<file path="src/rtl/axi_read_port_arbiter.sv">
// Two-port round-robin arbiter in front of a single AXI burst read master.
// Port 0 is the noise-estimation reader, port 1 the Wiener-filter reader.
// Each reader posts a one-cycle start with its burst descriptor. The request
// is held until the arbiter grants the port. The descriptor is then replayed
// to the master as a single start pulse. Read beats are steered to the granted
// reader only, and the port is released on the last beat.
//
// Handshake: a read beat is m_rvalid & m_rready in the same cycle. Beats are
// forwarded combinationally (rdN_rvalid/rdN_rlast/rdN_rdata) only while the
// arbiter is in DATA and the port holds the grant. Beats seen in IDLE or ISSUE
// are discarded.
module axi_read_port_arbiter #(
    parameter int ADDR_WIDTH = 32,
    parameter int DATA_WIDTH = 32
) (
    input  logic                  clk,
    input  logic                  rst,

    input  logic                  rd0_start,
    input  logic [ADDR_WIDTH-1:0] rd0_addr,
    input  logic [31:0]           rd0_len,
    input  logic [2:0]            rd0_size,
    input  logic [1:0]            rd0_burst,
    output logic                  rd0_pending,
    output logic                  rd0_rvalid,
    output logic                  rd0_rlast,
    output logic [DATA_WIDTH-1:0] rd0_rdata,
    output logic                  rd0_drop,

    input  logic                  rd1_start,
    input  logic [ADDR_WIDTH-1:0] rd1_addr,
    input  logic [31:0]           rd1_len,
    input  logic [2:0]            rd1_size,
    input  logic [1:0]            rd1_burst,
    output logic                  rd1_pending,
    output logic                  rd1_rvalid,
    output logic                  rd1_rlast,
    output logic [DATA_WIDTH-1:0] rd1_rdata,
    output logic                  rd1_drop,

    output logic                  m_start_read,
    output logic [ADDR_WIDTH-1:0] m_read_addr,
    output logic [31:0]           m_read_len,
    output logic [2:0]            m_read_size,
    output logic [1:0]            m_read_burst,
    input  logic                  m_rvalid,
    input  logic                  m_rready,
    input  logic                  m_rlast,
    input  logic [DATA_WIDTH-1:0] m_rdata,

    output logic                  grant,
    output logic                  busy,
    output logic                  err_len,
    output logic [1:0]            dbg_state
);

    typedef enum logic [1:0] {
        IDLE  = 2'd0,
        ISSUE = 2'd1,
        DATA  = 2'd2
    } state_t;

    state_t                state;
    logic [1:0]            pending;
    logic                  last_served;
    logic [31:0]           beat_cnt;

    logic [ADDR_WIDTH-1:0] hold_addr  [2];
    logic [31:0]           hold_len   [2];
    logic [2:0]            hold_size  [2];
    logic [1:0]            hold_burst [2];

    logic [1:0]            start_in;
    logic [1:0]            len_zero;
    logic [1:0]            clr;
    logic [1:0]            accept;
    logic [1:0]            reject;
    logic                  beat;
    logic                  in_data;
    logic                  last_beat;
    logic                  pick;

    assign start_in  = {rd1_start, rd0_start};
    assign len_zero  = {rd1_len == 32'd0, rd0_len == 32'd0};
    assign beat      = m_rvalid & m_rready;
    assign in_data   = (state == DATA);
    assign last_beat = in_data & beat & m_rlast;

    // The completing port is released before new starts are evaluated, so a
    // start arriving on its own last beat is accepted rather than dropped.
    assign clr    = last_beat ? (grant ? 2'b10 : 2'b01) : 2'b00;
    assign accept = start_in & ~(pending & ~clr) & ~len_zero;
    assign reject = start_in & ~accept;

    // With both ports waiting the one not served last wins; otherwise the
    // only waiting port wins (pending[1] selects port 1 when it is alone).
    assign pick = (pending == 2'b11) ? ~last_served : pending[1];

    // Request capture: latch descriptors, track pending flags, pulse drops.
    always_ff @(posedge clk) begin
        if (rst) begin
            pending    <= 2'b00;
            rd0_drop   <= 1'b0;
            rd1_drop   <= 1'b0;
            for (int i = 0; i < 2; i++) begin
                hold_addr[i]  <= '0;
                hold_len[i]   <= '0;
                hold_size[i]  <= '0;
                hold_burst[i] <= '0;
            end
        end else begin
            pending  <= (pending & ~clr) | accept;
            rd0_drop <= reject[0];
            rd1_drop <= reject[1];
            if (accept[0]) begin
                hold_addr[0]  <= rd0_addr;
                hold_len[0]   <= rd0_len;
                hold_size[0]  <= rd0_size;
                hold_burst[0] <= rd0_burst;
            end
            if (accept[1]) begin
                hold_addr[1]  <= rd1_addr;
                hold_len[1]   <= rd1_len;
                hold_size[1]  <= rd1_size;
                hold_burst[1] <= rd1_burst;
            end
        end
    end

    // Arbitration FSM: grant, issue one start pulse, then count beats to rlast.
    always_ff @(posedge clk) begin
        if (rst) begin
            state        <= IDLE;
            grant        <= 1'b0;
            last_served  <= 1'b1;
            beat_cnt     <= '0;
            m_start_read <= 1'b0;
            m_read_addr  <= '0;
            m_read_len   <= '0;
            m_read_size  <= '0;
            m_read_burst <= '0;
            err_len      <= 1'b0;
        end else begin
            m_start_read <= 1'b0;
            err_len      <= 1'b0;
            case (state)
                IDLE: begin
                    if (|pending) begin
                        grant        <= pick;
                        m_read_addr  <= hold_addr[pick];
                        m_read_len   <= hold_len[pick];
                        m_read_size  <= hold_size[pick];
                        m_read_burst <= hold_burst[pick];
                        m_start_read <= 1'b1;
                        state        <= ISSUE;
                    end
                end
                ISSUE: begin
                    beat_cnt <= '0;
                    state    <= DATA;
                end
                DATA: begin
                    if (beat) begin
                        beat_cnt <= beat_cnt + 32'd1;
                        if (m_rlast) begin
                            last_served <= grant;
                            err_len     <= (beat_cnt + 32'd1) != m_read_len;
                            state       <= IDLE;
                        end
                    end
                end
                default: state <= IDLE;
            endcase
        end
    end

    assign busy        = (state != IDLE);
    assign dbg_state   = state;
    assign rd0_pending = pending[0];
    assign rd1_pending = pending[1];

    assign rd0_rdata  = m_rdata;
    assign rd1_rdata  = m_rdata;
    assign rd0_rvalid = beat & in_data & ~grant;
    assign rd1_rvalid = beat & in_data & grant;
    assign rd0_rlast  = rd0_rvalid & m_rlast;
    assign rd1_rlast  = rd1_rvalid & m_rlast;

endmodule

</file>
<file path="config.mk">
export PLATFORM = sky130hd
export DESIGN_NAME = axi_read_port_arbiter
export DESIGN_NICKNAME = d
export VERILOG_FILES = /design/src/rtl/axi_read_port_arbiter.sv
export SDC_FILE = /design/constraint.sdc
export NUM_CORES = 1
export LEC_CHECK = 0
export BUFFER_PORTS_ARGS = -buffer_cell sky130_fd_sc_hd__buf_2
export CAP_MARGIN = 30
export CORE_ASPECT_RATIO = 0.75
export CORE_UTILIZATION = 40
export CTS_BUF_LIST = sky130_fd_sc_hd__clkbuf_2 sky130_fd_sc_hd__clkbuf_4 sky130_fd_sc_hd__clkbuf_8
export DETAILED_ROUTE_END_ITERATION = 10
export PLACE_DENSITY = 0.64
export SYNTH_ARGS = -nofsm -noshare
export SYNTH_HDL_FRONTEND = slang
export SYNTH_SLANG_ARGS = --single-unit
</file>
<file path="constraint.sdc">
create_clock -name clk -period 3.8 [get_ports clk]
set_clock_uncertainty 0.2 [all_clocks]
set_input_delay 0.57 -clock clk [delete_from_list [all_inputs] [get_ports clk]]
set_output_delay 0.57 -clock clk [all_outputs]
set_load 0.02 [all_outputs]
</file>
==> metrics.txt <==
fin cells=1642; CTS tree=done; period utilization=90.0%; count of cell types in the netlist=51; postcts setup bufs=0; top-area cell type share of the netlist area=35.7%; worst reg2reg setup slack=0.38 ns; reg2reg start=beat_cnt[0]; Worst Tran Pin Value=0.723 ns; # setup viols final=0; sequential element share of the synthesized area=54.9%; Post-synth EDFFs=138; HPWL after DPL=20.2 mm; setup TNS=0 ns; Tot GR Track Use=19.6%; asr flop ratio synth=0%; WHS Endpoint=rd1_drop; post-synthesis cell count=1082; compound-cell area share of the yosys netlist=9.24%; Clk pwr share=36.8%; antenna violations before repair=0; Arr. time, crit path=3.62 ns; R2R cell count=8; P_sw=0.00180 W; post-synthesis mux area share=6.31%; Slew headroom=51.8%; WP data required=4.00 ns; synthesis-stage register bit count=249; initial detailed-routing violation count=618; first-pass GRT wire length=44.6 mm; Sequential Power Share=48.7%; post-place setup slack=0.417 ns; LEAKAGE=5.37 nW; number of global-route vias before repair=7802; io pins=324; Mapped Area=11600 sq um; Max VDD drop=0.268 mV; Synth Net Count=1260; die width=199 um; worst r2r dst=err_len; DRT antenna net count=0; syn_area_per_cell=10.7 sq um; Final min period=3.42 ns; Layout Nets=1404; proportion of layout cells with a drive suffix above 1=26.0%; placed insts=1566; largest cells by area after synthesis=edfxtp_1, dfxtp_1, and2_1, mux2i_1, a211oi_1; simple-gate share of the synthesized area=19.1%; post-CTS sizing=0; highest net fanout along the worst path=11; Initial Util=41.1%; hold crit path type=in2reg; GP Congestion=0.854; Synth area leader=edfxtp_1; CTS Buf Count=43; Root Driver=clkbuf_8; RSZ-0062 raised after global routing=no; largest net degree at the start of global routing=139; CTS Sinks=249; CTS Hold Buffers Added=0; Cell Pwr Density=491 nW/um^2; Post-Route WL=29.2 mm; Worst-path clk slew=0.06 ns; Post-route DRC=0; Highest Clock Rate=292 MHz; wire per inst=17.8 um; xor/xnor share of the synthesized area=3.40%; CTS H-tree lvls=2; Pins Over Slew Limit=0; P_int=0.00483 W; Critical Path End Type=flip-flop; commonest non-fill, non-tap cell in the layout=buf_2; Port Buf Inserts=227; number of max-cap violations=0; status=completed; final worst slack=0.381 ns; DRT Pass-1 Iters=5; P&R area growth vs syn=16.4%; CP Class=reg2reg; Worst-Skew Late Latency=0.55 ns; vias=8351; via/cell ratio=5.09; Die Ht=149 um; Overflow after GRT=0; Min-Delay Path Depth=3; Sw Share=27.1%; commonest non-fill, non-tap cells in the layout=buf_2, and2_1, edfxtp_1; logic gate share of total power=14.5%; largest family of logic cells by synthesized area=simple AND/OR/NAND/NOR gates; post-synthesis adder-cell area fraction=0.108%; Core Region=28200 sq um; Top FF cell, synth=edfxtp_1; yosys synthesis warning count=0; Die Area=29700 sq um; CTS Buffer Depth=3; min-delay src=rd1_start; Worst setup SP type=flip-flop; Antenna diodes=0; final hold vios=0; row count=53
layout make-up:
class	instances	area [sq um]
fill	2695	14700
sequential	249	6370
multi-input combinational	687	4470
timing repair buffer	240	1300
clock buffer	66	815
tap	385	482
clock inverter	10	53.8
inverter	5	18.8
how the worst max path moves through the flow:
stage                      start              end  slack [ns]
finish               beat_cnt[0]          err_len        0.38
global route         beat_cnt[0]          err_len        0.19
floorplan           dbg_state[1]  hold_addr[0][0]        0.31
global placement     beat_cnt[0]          err_len        0.48
detailed placement   beat_cnt[0]          err_len        0.42
CTS                  beat_cnt[0]          err_len        0.41
layer usage:
metal  global-route usage [%]  vias up  share of wire, %  routed length (um)
met5                        0        -                 0                   0
met4                     6.23        0               1.9                 567
met3                     4.21       40               6.8                1990
met2                     28.7      284                44               12800
met1                     28.8     3925                48               13900
li1                         -     4102                 -                   -
synthesized netlist by cell type (all sizes together), types with 2 or more instances:
| cell | count |
|---|---|
| o211a | 2 |
| o21ai | 27 |
| or3 | 6 |
| nand4b | 2 |
| nand2b | 6 |
| or4 | 3 |
| a31oi | 4 |
| nor2b | 4 |
| clkbuf | 66 |
| and3 | 6 |
| a22oi | 4 |
| inv | 5 |
| nand3b | 3 |
| and4 | 7 |
| nand3 | 14 |
| xnor2 | 32 |
| nor4 | 30 |
| edfxtp | 138 |
| nor3 | 14 |
| nor2 | 114 |
| and2 | 143 |
| mux2i | 72 |
| a311oi | 5 |
| buf | 75 |
| nand2 | 35 |
| nand4 | 13 |
| or2 | 4 |
| xor2 | 13 |
| a211oi | 74 |
| a21oi | 36 |
| o211ai | 2 |
| dfxtp | 111 |
power groups by stage:
stage	Clock, W	Sequential [W]	Combinational, W
5_1_grt	0.00262	0.00326	0.00106
2_1_floorplan	0	0.00338	0.000586
4_1_cts	0.00250	0.00323	0.000977
6_report	0.00244	0.00323	0.000964
3_5_place_dp	0	0.00329	0.000972
3_3_place_gp	0	0.00328	0.000964
logic make-up after synthesis:
| logic type | count (synthesis) |
|---|---|
| and+or+nand+nor | 406 |
| AOI/OAI and AO/OA | 162 |
| muxes | 73 |
| buffers and inverters | 146 |
| DFF | 249 |
| xor gates and xnor gates | 45 |
| adders and majority gates | 1 |
through the flow:
step | hold slack [ns] | cell area, sq um | utilization, % | power, W
final | 0.0538 | 13500 | 47.8 | 0.00663
after global routing | 0.0393 | 13500 | 47.8 | 0.00693
after CTS | 0.0191 | 13500 | 47.8 | 0.00671
after detailed placement | 0.288 | 12600 | 44.7 | 0.00426
after global placement | 0.284 | 12600 | 44.7 | 0.00424
after floorplan | 0.233 | 11600 | - | 0.00396
flip-flops by register name (all words and copies together), names as in the netlist:
signal        cells
m_start_read      1
hold_burst        4
m_read_burst      2
dbg_state         2
err_len           1
hold_addr        64
rd0_drop          1
m_read_addr      32
grant             1
rd1_drop          1
hold_len         64
m_read_len       32
pending           2
last_served       1
beat_cnt         32
hold_size         6
m_read_size       3
critical path, cell delays in order, from the launching register on:
cell and delay (ns):
dfxtp_1 0.45, ha_1 0.34, nand3_4 0.17, or4_4 0.67
nor4_1 0.54, xnor2_1 0.18, o211ai_1 0.11, nor4_1 0.45
a31oi_1 0.15
(Power assumes the default switching activity.)
